<file path="src/rtl/fewcore_pkg.sv">
// Shared definitions for the fewcore hazard/forwarding logic and the execute-stage operand mux.
// Stage records carry a fixed-width rd field so one record type serves every register-file size.
package fewcore_pkg;

  // Forward select value meaning "take the operand from the register file".
  localparam int FWD_RF = 0;

  // Widest register index a stage record can hold (up to 256 architectural registers).
  localparam int FC_RD_W = 8;

  typedef struct packed {
    logic               valid;
    logic [FC_RD_W-1:0] rd;
    logic               is_load;
  } stage_rec_t;

  // Selects span 0 (register file) plus one code per tracked stage.
  function automatic int sel_width(input int stages);
    return (stages < 1) ? 1 : $clog2(stages + 1);
  endfunction

  // A record supplies source index src when it is live and targets that register.
  function automatic logic rec_matches(input stage_rec_t rec, input logic [FC_RD_W-1:0] src);
    return rec.valid && (rec.rd == src);
  endfunction

endpackage

</file>
<file path="src/rtl/fewcore_fwd_match.sv">
// Priority match of one source register index against all tracked stage records.
// The youngest (lowest-numbered) live stage writing the source wins; x0 never matches.
module fewcore_fwd_match
  import fewcore_pkg::*;
#(
  parameter int STAGES = 2,
  parameter int ADDR_W = 5,
  parameter int SEL_W  = 2
) (
  input  logic [ADDR_W-1:0]      src,
  input  stage_rec_t [STAGES-1:0] recs,
  output logic [SEL_W-1:0]       sel,
  output logic                   hit_is_load
);

  logic [FC_RD_W-1:0] src_ext;

  assign src_ext = FC_RD_W'(src);

  // Scan oldest to youngest so the youngest match is the last one written.
  always_comb begin
    sel         = SEL_W'(FWD_RF);
    hit_is_load = 1'b0;
    if (src != '0) begin
      for (int k = STAGES - 1; k >= 0; k--) begin
        if (rec_matches(recs[k], src_ext)) begin
          sel         = SEL_W'(k + 1);
          hit_is_load = recs[k].is_load;
        end
      end
    end
  end

endmodule

</file>
<file path="src/rtl/fewcore_scoreboard.sv">
// Hazard/forwarding unit: tracks rd of every in-flight instruction over STAGES stages and
// produces per-operand forward selects, a load-use stall, a busy vector and a stall counter.
module fewcore_scoreboard
  import fewcore_pkg::*;
#(
  parameter int NREGS      = 32,
  parameter int ADDR_W     = 5,
  parameter int STAGES     = 2,
  parameter int LOAD_READY = 2,
  parameter int CNT_W      = 16,
  localparam int SEL_W     = sel_width(STAGES)
) (
  input  logic              clk,
  input  logic              reset,
  input  logic              issue_valid,
  input  logic [ADDR_W-1:0] issue_rd,
  input  logic              issue_rd_we,
  input  logic              issue_is_load,
  input  logic [ADDR_W-1:0] issue_rs1,
  input  logic [ADDR_W-1:0] issue_rs2,
  input  logic              flush,
  output logic              stall,
  output logic [SEL_W-1:0]  fwd_sel_rs1,
  output logic [SEL_W-1:0]  fwd_sel_rs2,
  output logic [NREGS-1:0]  busy,
  output logic [CNT_W-1:0]  stall_count
);

  // Index 0 is stage 1 (execute); index STAGES-1 is the retire stage.
  stage_rec_t [STAGES-1:0] stage_q;
  stage_rec_t              issue_rec;
  logic [CNT_W-1:0]        count_q;
  logic                    rs1_is_load;
  logic                    rs2_is_load;
  logic                    rs1_load_use;
  logic                    rs2_load_use;

  fewcore_fwd_match #(
    .STAGES (STAGES),
    .ADDR_W (ADDR_W),
    .SEL_W  (SEL_W)
  ) u_match_rs1 (
    .src         (issue_rs1),
    .recs        (stage_q),
    .sel         (fwd_sel_rs1),
    .hit_is_load (rs1_is_load)
  );

  fewcore_fwd_match #(
    .STAGES (STAGES),
    .ADDR_W (ADDR_W),
    .SEL_W  (SEL_W)
  ) u_match_rs2 (
    .src         (issue_rs2),
    .recs        (stage_q),
    .sel         (fwd_sel_rs2),
    .hit_is_load (rs2_is_load)
  );

  // A load still short of LOAD_READY has no data yet; a younger ALU match already shadowed it.
  always_comb begin
    rs1_load_use = rs1_is_load && (fwd_sel_rs1 != '0) && (int'(fwd_sel_rs1) < LOAD_READY);
    rs2_load_use = rs2_is_load && (fwd_sel_rs2 != '0) && (int'(fwd_sel_rs2) < LOAD_READY);
    stall        = issue_valid && !flush && (rs1_load_use || rs2_load_use);
  end

  // x0 writers, bubbles, stalled and flushed issues all enter stage 1 as invalid records.
  always_comb begin
    issue_rec = '{
      valid:   issue_valid && issue_rd_we && (issue_rd != '0) && !stall && !flush,
      rd:      FC_RD_W'(issue_rd),
      is_load: issue_is_load
    };
  end

  always_ff @(posedge clk) begin
    if (!reset) begin
      stage_q <= '0;
    end else begin
      for (int k = STAGES - 1; k > 0; k--) begin
        stage_q[k] <= stage_q[k-1];
      end
      stage_q[0] <= issue_rec;
    end
  end

  always_ff @(posedge clk) begin
    if (!reset) begin
      count_q <= '0;
    end else if (stall && (count_q != '1)) begin
      count_q <= count_q + 1'b1;
    end
  end

  assign stall_count = count_q;

  always_comb begin
    busy = '0;
    for (int k = 0; k < STAGES; k++) begin
      if (stage_q[k].valid) begin
        busy[ADDR_W'(stage_q[k].rd)] = 1'b1;
      end
    end
    busy[0] = 1'b0;
  end

endmodule

</file>
<file path="config.mk">
export PLATFORM = sky130hd
export DESIGN_NAME = fewcore_scoreboard
export DESIGN_NICKNAME = d
export VERILOG_FILES = /design/src/rtl/fewcore_pkg.sv /design/src/rtl/fewcore_fwd_match.sv /design/src/rtl/fewcore_scoreboard.sv
export SDC_FILE = /design/constraint.sdc
export NUM_CORES = 1
export LEC_CHECK = 0
export ABC_AREA = 1
export CAP_MARGIN = 20
export CORE_MARGIN = 2
export CORE_UTILIZATION = 47
export DETAILED_ROUTE_END_ITERATION = 10
export PLACE_DENSITY = 0.81
export SKIP_CTS_REPAIR_TIMING = 1
export SLEW_MARGIN = 10
export SYNTH_ARGS = -nofsm -noshare
export SYNTH_HDL_FRONTEND = slang
export SYNTH_SLANG_ARGS = --single-unit
</file>
<file path="constraint.sdc">
create_clock -name clk -period 3.6 [get_ports clk]
set_input_delay 0.36 -clock clk [delete_from_list [all_inputs] [get_ports clk]]
set_output_delay 0.36 -clock clk [all_outputs]
set_load 0.1 [all_outputs]
</file>
# ---- Word level (Yosys, flattened, before mapping)
# Index checks and enable logic that the tools add are counted.
dict set report totals {
  input_bits 21
  memories 0
  ramBits 0
  latch_bits 0
  romBits 0
  reg_bits 36
}
dict set report op_classes {
  shifts 0
  n_lt_le_gt_ge 6
  addsub 1
  eq_ne 5
  n_reduce_logical 25
  bitwise 1
  mux 18
  n_mul 0
  div 0
}
# operator n
set ops {}
lappend ops {{2-to-1 mux 32 bit} 2}
lappend ops {{== test 8 x 5 -> 1 bit} 4}
lappend ops {{bitwise OR 32 bit} 1}
lappend ops {{logical AND 1 bit} 17}
lappend ops {{adder 16 x 1 -> 16 bit, second input constant} 1}
lappend ops {{!= test 16 bit, second input constant} 1}
lappend ops {{nonzero test 5 bit} 3}
lappend ops {{less-than comparator 5 x 6 -> 1 bit, second input constant} 2}
lappend ops {{2-to-1 mux 2 bit} 6}
lappend ops {{demux 1 bit (select 5 bit)} 2}
lappend ops {{>= comparator 5 x 1 -> 1 bit, second input constant} 2}
lappend ops {{2-to-1 mux 1 bit} 8}
lappend ops {{less-than comparator 2 bit, second input constant} 2}
lappend ops {{nonzero test 2 bit} 2}
lappend ops {{zero test 1 bit} 2}
lappend ops {{logical OR 1 bit} 1}

# ---- Depth between registers and ports, before layout
# Gate-level depths: netlist (run 1).
dict set report depth {
  ltp_word 13
  mapped_depth 14
  depth_no_buf 14
}

# ---- Hierarchy
# From an unflattened synthesis (run 1), not the netlist that was laid out.
dict set report unflattened {
  cells_unflattened 471
  area_unflattened_um2 2488.6
}
# module instances cells_each area_per_inst_um2 seq_area_each_um2
set modules_own_cells {}
lappend modules_own_cells {fewcore_scoreboard 1 311 1845.5 600.6}
lappend modules_own_cells {fewcore_fwd_match 2 80 321.6 0.0}

# ---- Worst setup path before layout (run 1)
# No wires, ideal clock.
dict set report synth_path {
  kind {register -> output}
  startpoint {register stage_q[3] (netlist name)}
  endpoint {output port stall}
  slack_ns -1.354
  t_required_ns 3.240
  path_stages_with_launch 10
  arrival_time_ns 4.594
  cell_sequence {dfxtp_1 > buf_4 > inv_2 > nand2_1 > nand2_1 > nor2_1 > nand3_1 > nor2_1 > nand2_2 > a21boi_0}
}
dict set report synth_between {
  elab_chain_cells 9
}
# item line
set synth_rtl {}
lappend synth_rtl {{start: declaration} fewcore_scoreboard.sv:30} ;# stage_rec_t [STAGES-1:0] stage_q;
lappend synth_rtl {{start signal: indexed assignment} fewcore_scoreboard.sv:81} ;# stage_q[k] <= stage_q[k-1];
lappend synth_rtl {{== test 8 x 5 -> 1 bit *} fewcore_pkg.sv:24} ;# return rec.valid && (rec.rd == src);
lappend synth_rtl {{logical AND 1 bit *} fewcore_pkg.sv:24}
lappend synth_rtl {{2-to-1 mux 2 bit *} fewcore_fwd_match.sv:26} ;# if (rec_matches(recs[k], src_ext)) begin
lappend synth_rtl {{2-to-1 mux 2 bit *} fewcore_fwd_match.sv:24} ;# if (src != '0) begin
lappend synth_rtl {{via fwd_sel_rs1[0]} fewcore_scoreboard.sv:23} ;# output logic [SEL_W-1:0] fwd_sel_rs1,
lappend synth_rtl {{branches (longest 2 deep; another with less-than comparator 2 bit)} n/a}
lappend synth_rtl {{logical AND 1 bit *} fewcore_scoreboard.sv:62} ;# rs1_load_use = rs1_is_load && (fwd_sel_rs1 != '0) && (int'(fwd_sel_rs1) < LOAD_READY);
lappend synth_rtl {{logical OR 1 bit *} fewcore_scoreboard.sv:64} ;# stall = issue_valid && !flush && (rs1_load_use || rs2_load_use);
lappend synth_rtl {{logical AND 1 bit *} fewcore_scoreboard.sv:64}
lappend synth_rtl {{end: declaration} fewcore_scoreboard.sv:22} ;# output logic stall,
# Mark *: on every way through the listed nets, which the timed path passes.

# ---- Final worst setup path (run 1)
dict set report layout_path {
  startpoint {register stage_q[2] (netlist name)}
  endpoint {output port busy[11]}
}
dict set report layout_between {
  elab_chain_cells 7
}
# item line
set layout_rtl {}
lappend layout_rtl {{less-than comparator 5 x 6 -> 1 bit (not written as such) / >= comparator 5 x 1 -> 1 bit (equally long branches)} fewcore_scoreboard.sv:101} ;# busy[ADDR_W'(stage_q[k].rd)] = 1'b1;
lappend layout_rtl {{logical AND 1 bit (not written as such)} fewcore_scoreboard.sv:101}
lappend layout_rtl {{2-to-1 mux 1 bit (not written as such)} fewcore_scoreboard.sv:101}
lappend layout_rtl {{demux 1 bit (select 5 bit) *} fewcore_scoreboard.sv:101}
lappend layout_rtl {{2-to-1 mux 32 bit *} fewcore_scoreboard.sv:100} ;# if (stage_q[k].valid) begin
lappend layout_rtl {{bitwise OR 32 bit (no source line)} n/a}
lappend layout_rtl {{2-to-1 mux 32 bit *} fewcore_scoreboard.sv:100}
lappend layout_rtl {{end: declaration} fewcore_scoreboard.sv:25} ;# output logic [NREGS-1:0] busy,
# Mark *: on every way between the ends. The rest lies on a longest branch, timed or not.

==> results of run 1 <==
## stage by stage
step                cell area, um2   util  worst slack [ns]  hold slack (ns)  total power, mW
global route                  3090  0.642             0.917            0.474            0.759
global placement              3000  0.623              1.22            0.419            0.458
floorplan                     2390      -             0.439            0.407            0.421
finish                        3090  0.642              1.05            0.451            0.731
CTS                           3090  0.642              1.10            0.457            0.732
detailed placement            3000  0.623              1.22            0.448            0.459
## routing by layer
metal / up-vias / wire, um
met1: 1258 / 2940
met5: - / 0
li1: 1420 / -
met3: 8 / 404
met4: 0 / 80
met2: 105 / 3400
## layout by cell type, fill, tap and decap left out, drive strengths merged
master,instances
buf,37
xnor2,6
a211oi,1
o211ai,1
nand4,21
clkbuf,7
nor2,30
ha,1
clkinv,1
conb,1
inv,52
nand2,136
nor4,1
a21oi,14
a21boi,1
nand3,31
clkdlybuf4s50,36
o21ai,32
dfxtp,30
xor2,7
nand3b,1
nor3,19
## power breakdown
part           total, mW  internal (mW)  switching (mW)  leakage, nW
Sequential         0.352          0.339          0.0129        0.244
Combinational      0.102         0.0385          0.0631         1.07
Clock              0.277          0.154           0.123       0.0482
Total              0.731          0.531           0.199         1.37
## worst max-delay path, stage by stage, from the launching register on
cell	delay, ns
dfxtp_1	0.48
inv_2	0.11
nor3_1	0.75
nand2_1	0.13
o21ai_0	0.12
buf_4	0.32
## path summary, 6_finish.rpt
check | from | to | slack [ns] | depth (start not counted)
worst max-delay path | stage_q[2] | busy[11] | 1.05 | 5
worst min-delay path | stage_q[0] | stage_q[10] | 0.45 | 2
worst max register to register | stall_count[0] | stall_count[7] | 1.49 | 7
worst min register to register | stage_q[0] | stage_q[10] | 0.45 | 2
## sequential cells by signal, indices dropped and copies added, names as in the netlist
| signal | cells |
|---|---|
| stage_q | 14 |
| stall_count | 16 |
## cell families after synthesis
logic type | Yosys count | share of synthesized area
compound gates | 49 | 0.108
xor+xnor | 13 | 0.0478
fa+ha+maj | 1 | 0.00526
buf+inv | 63 | 0.127
flops | 30 | 0.252
other cells | 1 | 0.00158
simple gates | 239 | 0.458
## area by class of cell
| class | count | area share |
|---|---|---|
| well taps | 67 | 0.0271 |
| clock buffers | 7 | 0.0279 |
| inverters | 52 | 0.0631 |
| flip-flops and latches | 30 | 0.194 |
| repair buffers | 73 | 0.206 |
| clock inverters | 1 | 0.00162 |
| multi-input cells | 303 | 0.480 |
## synth_stat cells, types with 2 or more instances
master | count | area share
nand2_1 | 131 | 0.21
inv_1 | 43 | 0.068
o21ai_0 | 32 | 0.067
dfxtp_1 | 30 | 0.25
nand3_1 | 29 | 0.061
nor2_1 | 26 | 0.041
nand4_1 | 19 | 0.050
nor3_1 | 19 | 0.040
a21oi_1 | 13 | 0.027
inv_2 | 9 | 0.014
xor2_1 | 7 | 0.026
xnor2_1 | 6 | 0.022
buf_4 | 4 | 0.013
nor2_2 | 4 | 0.011
nand2_2 | 3 | 0.0079
buf_6 | 2 | 0.0095
clkbuf_1 | 2 | 0.0032
clkbuf_8 | 2 | 0.012
nand4_2 | 2 | 0.011
==> flow_metrics.env, run 1 <==
export IMPL_status="finished, final reports clean"
export IMPL_worstPathRequired_ns=3.24
export IMPL_grt_pass1_vias=2560
export IMPL_dpl_cell_count=525
export IMPL_grt_start_max_net_pins=20
export IMPL_hold_class="reg2reg"
export IMPL_clk_pin_slew_ns=0.06
export IMPL_syn_area_per_cell_um2=6.01
export IMPL_syn_to_final_growth_pct=29.9
export IMPL_fin_cells=533
export IMPL_finalHoldViolations=0
export IMPL_synth_seq_cells=30
export IMPL_fp_dieH_um=75.2
export IMPL_fin_crit_sh=0.709
export IMPL_synth_top_flop_cell="dfxtp_1"
export IMPL_synth_area_um2=2380
export IMPL_grt_pass1_wl_um=11300
export IMPL_io_pins=74
export IMPL_busiest_layer="met2"
export IMPL_wirelength_um=6830
export IMPL_path_max_fanout=8
export IMPL_viasPerCell=5.24
export IMPL_die_x_um=75.2
export IMPL_drive_gt1_frac=0.148
export IMPL_diodes=0
export IMPL_arrival_ns=2.19
export IMPL_drc_errors=0
export IMPL_grt_met2_usage=0.465
export IMPL_wl_per_cell_um=12.8
export IMPL_grt_util_all_layers=0.250
export IMPL_ant_nets=0
export IMPL_async_flop_share=0
export IMPL_htree_num_levels=2
export IMPL_numCtsBuffers=5
export IMPL_use_met1=0.297
export IMPL_rsz0062_at_grt="false"
export IMPL_first_pass_iters=5
export IMPL_tns_ns=0
export IMPL_cts_tree="done"
export IMPL_synthDistinctLibCells=32
export IMPL_grt_ovfl_total=0
export IMPL_cts_root_buffer="clkbuf_8"
export IMPL_synth_cells=396
export IMPL_coreArea_um2=4820
export IMPL_cts_sinks=30
export IMPL_nFillCells=477
export IMPL_critPathCaptureType="output pin"
export IMPL_place_port_buffers=72
export IMPL_met3_usage=0.0375
export IMPL_globalplace_congestion=0.901
export IMPL_fmax_mhz=392
export IMPL_ir_worst_vdd_mv=0.271
export IMPL_ys_warn_count=0
export IMPL_tightest_slew_ns=0.982
export IMPL_synth_edff_count=0
export IMPL_multiInputGateArea_um2=1480
export IMPL_first_iter_violations=241
export IMPL_initial_utilization=0.494
export IMPL_max_cap_viol_count=0
export IMPL_finalCriticalPeriod_ns=2.55
export IMPL_clock_path_buffers=2
export IMPL_power_leakage_nw=1.37
export IMPL_finClkSkew_ns=0.00841
export IMPL_crit_type="reg2out"
export IMPL_power_density_nw_per_um2=236
export IMPL_fin_nets=487
export IMPL_dp_hpwl_um=5060
export IMPL_antenna_found_initial=0
export IMPL_row_count=25
export IMPL_clock_latency_ns=0.28
export IMPL_dieArea_um2=5650
export IMPL_vias=2791
export IMPL_finalMaxSlewViolations=0
export IMPL_ys_seq_area_frac=0.252
export IMPL_setup_violations=0
export IMPL_max_slew_margin=0.343
export IMPL_seqCellArea_um2=601
export IMPL_synth_nets=418
export IMPL_setup_worst_path_start_class="flop"
(Power assumes the default switching activity.)
==> inputs of run 2 (changes only) <==
- CORE_UTILIZATION: 47 -> 43
- PLACE_DENSITY: 0.81 -> 0.78
- clock period: 3.6 -> 2.04 ns (I/O delays scaled with it)
==> run 2 against run 1 <==
  * Critical endpoint is now stall
  * Critical path type unchanged
  * Design area up 24%
  * Sequential share of layout area down 3.0 points
  * Cell count up 5.1%
  * Setup slack worse by 1.0 ns
  * Highest routed layer unchanged
==> flow_metrics.env, run 2 (synthesis gave the netlist of run 1 again) <==
export IMPL_viasPerCell=5.32
export IMPL_clk_pin_slew_ns=0.06
export IMPL_nFillCells=418
export IMPL_wl_per_cell_um=14.6
export IMPL_whs_ns=0.429
export IMPL_cp_top_family="simple AND/OR/NAND/NOR gates"
export IMPL_drive_gt1_frac=0.309
export IMPL_cts_tree="done"
export IMPL_finalHoldViolations=0
export IMPL_hold_class="reg2reg"
export IMPL_numCtsBuffers=5
export IMPL_cp_common_cell="nand2_1"
export IMPL_grt_ovfl_total=0
export IMPL_coreArea_um2=5440
export IMPL_critPathMaxStageDelay_ns=0.42
export IMPL_die_x_um=78.4
export IMPL_fin_nets=509
export IMPL_fin_cells=560
export IMPL_worstPathRequired_ns=1.84
export IMPL_dieArea_um2=6150
export IMPL_grt_pass1_wl_um=13400
export IMPL_setup_violations=0
export IMPL_antenna_found_initial=0
export IMPL_grt_start_max_net_pins=19
export IMPL_row_count=27
export IMPL_first_iter_violations=168
export IMPL_path_cells="inv_2 -> nand2_1 -> nand2_1 -> nor2_1 -> nand3_2 -> nor2_4 -> nand2_4 -> a21boi_4 -> buf_12"
export IMPL_grt_util_all_layers=0.271
export IMPL_path_max_fanout=8
export IMPL_htree_num_levels=2
export IMPL_first_pass_iters=4
export IMPL_final_common_cell="nand2_1"
export IMPL_globalplace_congestion=0.975
export IMPL_finalMaxSlewViolations=0
export IMPL_post_route_util=0.706
export IMPL_fmax_mhz=500
export IMPL_diodes=0
export IMPL_arrival_ns=1.80
export IMPL_fin_crit_sh=0.980
export IMPL_syn_to_final_growth_pct=61.4
export IMPL_wirelength_um=8160
export IMPL_power_density_nw_per_um2=342
export IMPL_tns_ns=0
export IMPL_ant_nets=0
export IMPL_finalPower_mw=1.31
export IMPL_power_leakage_nw=1.73
export IMPL_dpl_cell_count=550
export IMPL_cts_root_buffer="clkbuf_8"
export IMPL_finClkSkew_ns=0.00605
export IMPL_rsz0062_at_grt="true"
export IMPL_max_cap_viol_count=0
export IMPL_clock_latency_ns=0.28
export IMPL_vias=2978
export IMPL_cts_sinks=30
export IMPL_critPathCaptureType="output pin"
export IMPL_max_slew_margin=0.654
export IMPL_cp_slowest_cell="dfxtp_4"
export IMPL_crit_buf_inv=2
export IMPL_largest_reg_flops=16
export IMPL_fp_dieH_um=78.4
export IMPL_final_cell_mix="nand2_1 (128), inv_1 (43), buf_4 (38), buf_12 (36), nand3_1 (27)"
export IMPL_setup_worst_path_start_class="flop"
export IMPL_grt_pass1_vias=2921
export IMPL_ir_worst_vdd_mv=0.466
export IMPL_initial_utilization=0.438
export IMPL_status="finished, final reports clean"
export IMPL_dp_hpwl_um=6480
export IMPL_crit_type="reg2out"
export IMPL_finalCriticalPeriod_ns=2.00
export IMPL_tightest_slew_ns=0.515
export IMPL_io_pins=74
export IMPL_drc_errors=0
export IMPL_clock_path_buffers=2
export IMPL_place_port_buffers=72
[run 2: routing by layer]
metal	share of wire	track usage	wire (um)	up-vias
met1	0.38	0.300	3060	1355
met5	0	0	0	-
li1	-	-	-	1475
met2	0.53	0.510	4290	126
met3	0.068	0.0460	558	22
met4	0.030	0.107	244	0
[run 2: layout make-up]
class                   instances  area, um2  area share
multi-input cells             303       1590       0.415
flip-flops and latches         30        629       0.164
clock buffers                   7       86.3      0.0225
inverters                      52        198      0.0515
clock inverters                 1       5.00     0.00130
repair buffers                 95       1240       0.322
well taps                      72       90.1      0.0235
[run 2: tightest hold or removal path: cells and delay by family (launching register included)]
family | cells | cell delay, ns
DFF | 1 | 0.31
and+or+nand+nor | 1 | 0.05
buffers and inverters | 1 | 0.03
[run 2: worst paths after layout]
kind               from             end  slack, ns  cells past startpoint
max          stage_q[4]           stall       0.04                      9
max reg2reg  stage_q[4]  stall_count[8]       0.27                     11
min reg2reg  stage_q[0]     stage_q[10]       0.43                      2
min          stage_q[0]     stage_q[10]       0.43                      2
[run 2: where the power goes]
part | total (mW) | switching [mW] | internal (mW)
registers | 0.616 | 0.0180 | 0.598
logic | 0.215 | 0.132 | 0.0834
clock network | 0.483 | 0.212 | 0.271
[run 2: through the flow]
step                setup WS (ns)  instance area, um2
floorplan                  -0.268                2510
global placement         -0.00652                3680
detailed placement        -0.0587                3680
CTS                        -0.132                3780
global route              -0.0481                3840
finish                     0.0405                3840
